## src/rtl/acc_frame.sv

```systemverilog
`default_nettype none
// ============================================================================
//  Module   : acc_frame
//  Purpose  : Frame accumulator. Adds a stream of unsigned N-bit operands
//             (valid/ready handshake) into a running sum with carry-out
//             tracked as a sticky overflow flag. A frame ends after CNT
//             operands or on an accepted in_last; the total is then held
//             until the consumer takes it (out_valid/out_ready).
//  Options  : ACC_FRAME_SAT_EN - when defined, the sum saturates at 2^N-1
//             on any carry; otherwise it wraps modulo 2^N.
//  Ports    : clk, rst_n (async, active-low)
//             in_valid/in_ready/in_data/in_last  - operand stream
//             out_valid/out_ready                - result handshake
//             out_sum/out_ovf/out_count          - frame sum, sticky carry,
//                                                  operands in frame
//  Revision : 1.0 - initial release
// ============================================================================
module acc_frame #(
  parameter  int N   = 16,
  parameter  int CNT = 8,
  localparam int CW  = $clog2(CNT + 1)
) (
  input  logic          clk,
  input  logic          rst_n,
  input  logic          in_valid,
  output logic          in_ready,
  input  logic [N-1:0]  in_data,
  input  logic          in_last,
  output logic          out_valid,
  input  logic          out_ready,
  output logic [N-1:0]  out_sum,
  output logic          out_ovf,
  output logic [CW-1:0] out_count
);

  localparam logic [0:0] S_ACC  = 1'b0;
  localparam logic [0:0] S_HOLD = 1'b1;

  logic [0:0]    state_q, state_d;
  logic [N-1:0]  acc_q,   acc_d;
  logic          ovf_q,   ovf_d;
  logic [CW-1:0] cnt_q,   cnt_d;

  logic          w_accept;
  logic          w_out_fire;
  logic          w_carry;
  logic [N-1:0]  w_sum;
  logic [N-1:0]  w_acc_next;
  logic [CW-1:0] w_cnt_inc;
  logic          w_frame_end;

  assign in_ready  = (state_q == S_ACC);
  assign out_valid = (state_q == S_HOLD);

  assign w_accept   = in_valid && in_ready;
  assign w_out_fire = out_valid && out_ready;

  // Same {carry, sum} = a + b + cin arithmetic as the upstream adder, cin = 0.
  assign {w_carry, w_sum} = {1'b0, acc_q} + {1'b0, in_data};

`ifdef ACC_FRAME_SAT_EN
  // Once saturated, any further non-zero operand carries again, so the
  // value stays pinned at all ones without needing a separate sticky bit.
  assign w_acc_next = w_carry ? {N{1'b1}} : w_sum;
`else
  assign w_acc_next = w_sum;
`endif

  assign w_cnt_inc = cnt_q + CW'(1);

  // in_last on the CNT-th operand is still one frame end: both terms just OR.
  assign w_frame_end = in_last || (w_cnt_inc == CW'(CNT));

  always_comb begin
    state_d = state_q;
    acc_d   = acc_q;
    ovf_d   = ovf_q;
    cnt_d   = cnt_q;
    if (state_q == S_ACC) begin
      if (w_accept) begin
        acc_d = w_acc_next;
        ovf_d = ovf_q | w_carry;
        cnt_d = w_cnt_inc;
        if (w_frame_end) begin
          state_d = S_HOLD;
        end
      end
    end else begin
      if (w_out_fire) begin
        acc_d   = '0;
        ovf_d   = 1'b0;
        cnt_d   = '0;
        state_d = S_ACC;
      end
    end
  end

  always_ff @(posedge clk or negedge rst_n) begin
    if (!rst_n) begin
      state_q <= S_ACC;
      acc_q   <= '0;
      ovf_q   <= 1'b0;
      cnt_q   <= '0;
    end else begin
      state_q <= state_d;
      acc_q   <= acc_d;
      ovf_q   <= ovf_d;
      cnt_q   <= cnt_d;
    end
  end

  // Results come straight from the state registers, so they are stable for
  // the whole HOLD period.
  assign out_sum   = acc_q;
  assign out_ovf   = ovf_q;
  assign out_count = cnt_q;

endmodule
`default_nettype wire

```

## config.mk

```make
export PLATFORM = sky130hd
export DESIGN_NAME = acc_frame
export DESIGN_NICKNAME = d
export VERILOG_FILES = /design/src/rtl/acc_frame.sv
export SDC_FILE = /design/constraint.sdc
export NUM_CORES = 1
export LEC_CHECK = 0
export BUFFER_PORTS_ARGS = -buffer_cell sky130_fd_sc_hd__buf_2
export CAP_MARGIN = 20
export CELL_PAD_IN_SITES_DETAIL_PLACEMENT = 0
export CELL_PAD_IN_SITES_GLOBAL_PLACEMENT = 1
export CORE_MARGIN = 4
export CORE_UTILIZATION = 38
export CTS_CLUSTER_SIZE = 24
export DETAILED_ROUTE_END_ITERATION = 6
export GPL_TIMING_DRIVEN = 0
export PLACE_DENSITY = 0.87
export SETUP_SLACK_MARGIN = 0.3
export SYNTH_ARGS = -nofsm -noshare
export SYNTH_HDL_FRONTEND = slang
export SYNTH_SLANG_ARGS = --single-unit
```

## constraint.sdc

```tcl
create_clock -name clk -period 3 [get_ports clk]
set_clock_uncertainty 0.05 [all_clocks]
set_input_delay 0.75 -clock clk [delete_from_list [all_inputs] [get_ports clk]]
set_output_delay 0.75 -clock clk [all_outputs]
set_load 0.02 [all_outputs]
```

==> results.sh, run 1 <==
export IMPL_pin_count=44
export IMPL_synthDistinctLibCells=39
export IMPL_rsz0062_at_grt="yes"
export IMPL_hold_class="in2async"
export IMPL_drt_iter0_drc=109
export IMPL_placed_cell_area_um2=1870
export IMPL_reg2reg_slack_ns=0.61
export IMPL_power_leakage_nw=0.971
export IMPL_initial_core_util=0.395
export IMPL_cts_tree="yes"
export IMPL_grt_max_degree=23
export IMPL_fp_dieH_um=72.7
export IMPL_num_rows=23
export IMPL_crit_buf_inv=2
export IMPL_core_um2=4030
export IMPL_synth_area_leader_cell="dfrtp_1"
export IMPL_final_common_cell="buf_2"
export IMPL_synth_cells=184
export IMPL_synth_area_um2=1590
export IMPL_slew_violations=0
export IMPL_worstPathCellList="buf_2 > ha_1 > inv_1 > fa_1 > and2b_2 > o2111ai_2 > a21oi_2 > nor4_1 > or4_1 > nand3_1"
export IMPL_cts_root_buf="clkbuf_8"
export IMPL_max_freq_mhz=390
export IMPL_cts_buffers=3
export IMPL_finalHoldViolations=0
export IMPL_firstDrtPassIters=4
export IMPL_arrival_ns=2.72
export IMPL_end_kind="flop"
export IMPL_synth_fp_nets=223
export IMPL_vdd_drop_max_uv=271
export IMPL_crit_family="simple AND/OR/NAND/NOR gates"
export IMPL_vias=1527
export IMPL_dp_slack_ns=0.0526
export IMPL_final_antenna_net_count=0
export IMPL_power_density_nw_per_um2=986
export IMPL_fin_hold_ws_ns=0.403
export IMPL_cp_slowest_cell="or4_1"
export IMPL_cpPeakStageDelay_ns=0.46
export IMPL_power_mw=1.91
export IMPL_final_cell_area_um2=1940
export IMPL_hpwl_um=2990
export IMPL_timing_slew_headroom=0.609
export IMPL_yosys_register_bits=22
export IMPL_synth_top_area_share=0.346
export IMPL_routedWlPerCell_um=13.9
export IMPL_cp_required_ns=3.15
export IMPL_final_cell_mix="buf_2, nand2_1, dfrtp_1"
export IMPL_gp_congestion=0.857
export IMPL_hold_buffers=0
export IMPL_setup_violations=0
export IMPL_outcome="finished, final reports clean"
export IMPL_layout_min_cycle_time_ns=2.56
export IMPL_grt_pass1_vias=1443
export IMPL_path_class="in2reg"
export IMPL_ys_seq_area_frac=0.346
export IMPL_tns_ns=0
export IMPL_wirelength_um=3930
export IMPL_synth_edff_count=0
export IMPL_critPathLaunchType="input pin"
export IMPL_path_clk_slew_ns=0.09
export IMPL_grt_ovfl_total=0
export IMPL_grt_pass1_wl_um=6710
export IMPL_io_buffer_count=43
export IMPL_worst_slack_ns=0.437
export IMPL_antenna_found_initial=0
export IMPL_viasPerCell=5.41
export IMPL_worst_pin_slew_ns=0.587
export IMPL_clk_latency_ns=0.26
export IMPL_max_cap_violations=0
export IMPL_drive_gt1_frac=0.224
export IMPL_ys_warn_count=0
export IMPL_drc=0
export IMPL_synth_area_leaders="dfrtp_1, ha_1, o21ai_0"
export IMPL_cts_buffer_depth=2
export IMPL_ys_async_sr_fraction=1.00
export IMPL_ys_flop_type="dfrtp_1"
export IMPL_fin_crit_sh=0.854
export IMPL_grt_total_usage=0.157
export IMPL_avgSynthCellArea_um2=8.64
export IMPL_cts_sinks=22
export IMPL_die_w_um=72.7
export IMPL_worstPathMaxFanout=4
export IMPL_dieArea_um2=5280
export IMPL_syn_to_final_growth_pct=22.1
export IMPL_diodes=0
export IMPL_htree_num_levels=1
export IMPL_fin_nets=272
==> what timing repair did <==
action / CTS / global route
resized for setup: 0 / 3
buffers inserted: 0 / 1
setup endpoints to repair: 0 / 3
==> routing by layer <==
metal  up-vias  GRT usage  wire [um]
met5         -          0          0
met2        27      0.256       1850
met3         0     0.0262        126
met1       723      0.221       1960
met4         0     0.0307          0
li1        777          -          -
==> Yosys cell counts, drive strengths merged, types with 2 or more instances <==
cell type,count
ha,17
nand2b,2
a211oi,3
or4,2
a21oi,17
nand2,26
o2111ai,2
inv,5
nand3,5
o31ai,2
xor2,6
clkbuf,5
xnor2,3
nor2,10
o211ai,3
a22o,2
nor2b,2
nor3,3
dfrtp,22
o21ai,20
or3,6
a21o,4
==> metrics by stage <==
stage	util	std cells
2_1_floorplan	-	184
3_3_place_gp	0.464	277
3_5_place_dp	0.464	277
4_1_cts	0.477	281
5_1_grt	0.482	282
6_report	0.482	282
==> where the power goes <==
part           switching, mW  total, mW  internal [mW]
logic                  0.700       1.17          0.470
clock network          0.102      0.219          0.117
registers              0.106      0.526          0.420
==> state kept, by name, indices dropped and copies added (netlist names) <==
name / cells
out_sum: 16
out_count: 4
out_ovf: 1
out_valid: 1
==> final cells by class <==
type,count,area [um^2]
clock buffers,4,55.1
plain buffers,5,18.8
well taps,50,62.6
flip-flops and latches,22,551
fillers,421,2090
inverters,5,18.8
multi-input cells,152,1010
repair buffers,44,223
==> worst paths after layout <==
path,from,to,cells after the start
worst max register to register,out_sum[0],out_sum[14],9
min in group clk,out_sum[10],out_sum[10],2
max in group asynchronous,rst_n,out_sum[10],1
worst min register to register,out_sum[10],out_sum[10],2
worst max-delay path,in_data[0],out_sum[14],10
worst min-delay path,rst_n,out_sum[3],1
==> logic make-up (layout without fill, tap and decap cells) <==
group,after synthesis,after routing,share of synthesized area
buffers and inverters,10,58,0.0236
DFF,22,22,0.346
and+or+nand+nor,62,62,0.185
xor gates and xnor gates,9,9,0.0496
adders and majority gates,18,18,0.146
AOI/OAI and AO/OA,63,63,0.249
Power figures use the tool's default switching activity.
==> run 2: changes to the inputs <==
- CORE_UTILIZATION: 38 -> 34
- PLACE_DENSITY: 0.87 -> 0.83
- clock period: 3 -> 2.28 ns (I/O delays scaled with it)
==> run 2 against run 1 <==
Net effect: the run now ends with negative setup slack left; non-clock buffer count up 5; critical endpoint is now out_sum[12]; first-iteration DRC count down 38%; sequential power up 35%; via count down 0.39%; largest power group unchanged; die area up 10%; total power up 46%; critical path depth down 1; worst setup slack worse by 0.46 ns; combinational power up 45%.
==> results.sh, run 2 (synthesized netlist as in run 1, its figures left out) <==
export IMPL_largest_register_ffs=16
export IMPL_power_density_nw_per_um2=1330
export IMPL_vdd_drop_max_uv=839
export IMPL_clk_latency_ns=0.27
export IMPL_critPathLaunchType="flop"
export IMPL_cp_required_ns=2.44
export IMPL_max_freq_mhz=434
export IMPL_antenna_found_initial=0
export IMPL_fp_dieH_um=76.4
export IMPL_num_rows=24
export IMPL_worstPathCellList="ha_4 > inv_2 > fa_2 > and2b_1 > o2111ai_2 > a21oi_2 > o311a_1 > or3_1 > nand3_1"
export IMPL_path_class="reg2reg"
export IMPL_cts_buffer_depth=2
export IMPL_cts_buffers=3
export IMPL_max_cap_violations=0
export IMPL_grt_pass1_vias=1532
export IMPL_crit_buf_inv=1
export IMPL_vias=1521
export IMPL_pin_count=44
export IMPL_final_common_cell="buf_2"
export IMPL_grt_pass1_wl_um=7040
export IMPL_num_fill_cells=445
export IMPL_hold_buffers=0
export IMPL_worst_slack_ns=-0.0223
export IMPL_rsz0062_at_grt="yes"
export IMPL_slew_violations=0
export IMPL_crit_family="compound AO/OA/AOI/OAI gates"
export IMPL_path_clk_slew_ns=0.09
export IMPL_wirelength_um=4150
export IMPL_hold_class="in2async"
export IMPL_io_buffer_count=43
export IMPL_drc=0
export IMPL_reg2reg_slack_ns=-0.02
export IMPL_syn_to_final_growth_pct=31.9
export IMPL_cts_sinks=22
export IMPL_stdcell_count=289
export IMPL_power_leakage_nw=1.00
export IMPL_initial_core_util=0.358
export IMPL_cts_tree="yes"
export IMPL_dp_cells=279
export IMPL_fin_nets=277
export IMPL_die_w_um=76.4
export IMPL_dp_slack_ns=-0.304
export IMPL_grt_max_degree=23
export IMPL_drt_iter0_drc=68
export IMPL_grt_ovfl_total=0
export IMPL_cts_root_buf="clkbuf_8"
export IMPL_final_antenna_net_count=0
export IMPL_grt_total_usage=0.146
export IMPL_gp_congestion=0.807
export IMPL_seqCellArea_um2=551
export IMPL_cp_slowest_cell="dfrtp_1"
export IMPL_firstDrtPassIters=4
export IMPL_htree_num_levels=1
export IMPL_fin_crit_sh=1.01
export IMPL_final_cell_mix="buf_2, nand2_1, dfrtp_1"
export IMPL_worstPathMaxFanout=4
export IMPL_end_kind="flop"
export IMPL_worst_pin_slew_ns=0.546
export IMPL_violations="negative setup slack"
export IMPL_outcome="finished, violations left"
export IMPL_finalHoldViolations=0
export IMPL_drive_gt1_frac=0.300
export IMPL_diodes=0
export IMPL_core_um2=4440
export IMPL_routedWlPerCell_um=14.4
export IMPL_dieArea_um2=5840
export IMPL_timing_slew_headroom=0.636
export IMPL_hpwl_um=3130
export IMPL_multi_input_area_um2=1110
export IMPL_viasPerCell=5.26
export IMPL_cpPeakStageDelay_ns=0.42
export IMPL_layout_min_cycle_time_ns=2.30
export IMPL_setup_violations=2
export IMPL_arrival_ns=2.46
[run 2: cell types whose count changed in the layout (fill, tap and decap cells not counted), sizes merged]
cell and change:
buf +5, bufinv +1, clkbuf -1
[run 2: worst paths after layout]
kind	endpoint	depth (start not counted)	start
setup / recovery	out_sum[12]	9	out_sum[0]
hold / removal	out_sum[3]	1	rst_n
setup reg to reg	out_sum[12]	9	out_sum[0]
hold reg to reg	out_sum[7]	2	out_sum[7]
max in group asynchronous	out_valid	1	rst_n
min in group clk	out_sum[7]	2	out_sum[7]
[run 2: what timing repair did]
item	CTS	global route
setup endpoints to repair	8	9
setup buffers	5	1
pin swaps	11	3
hold endpoints to repair	0	0
resized for setup	4	2
[run 2: metal layers]
metal	vias up	part of all wire	track usage
li1	790	-	-
met1	692	0.49	0.200
met2	37	0.46	0.240
met3	2	0.045	0.0319
met4	0	0.0046	0.0217
met5	-	0	0
[run 2: area by class of cell]
type,count,area share
Buffer,5,0.00894
Clock buffer,3,0.0197
Clock inverter,1,0.0143
Inverter,5,0.00894
Multi-Input combinational cell,152,0.531
Sequential cell,22,0.262
Tap cell,52,0.0310
Timing Repair Buffer,49,0.124
[run 2: stage by stage]
step	total power [mW]	area (um^2)	hold slack (ns)	utilization	TNS [ns]
2_1_floorplan	1.91	1680	0.224	-	-0.103
3_3_place_gp	2.32	1960	0.447	0.440	-1.43
3_5_place_dp	2.33	1960	0.454	0.440	-1.44
4_1_cts	2.80	2090	0.235	0.470	-0.00506
5_1_grt	3.05	2100	0.266	0.472	-0.263
6_report	2.80	2100	0.220	0.472	-0.0276
[run 2: where the power goes]
part | internal (mW) | switching (mW)
registers | 0.553 | 0.159
logic | 0.732 | 0.971
clock network | 0.235 | 0.146
total | 1.52 | 1.28
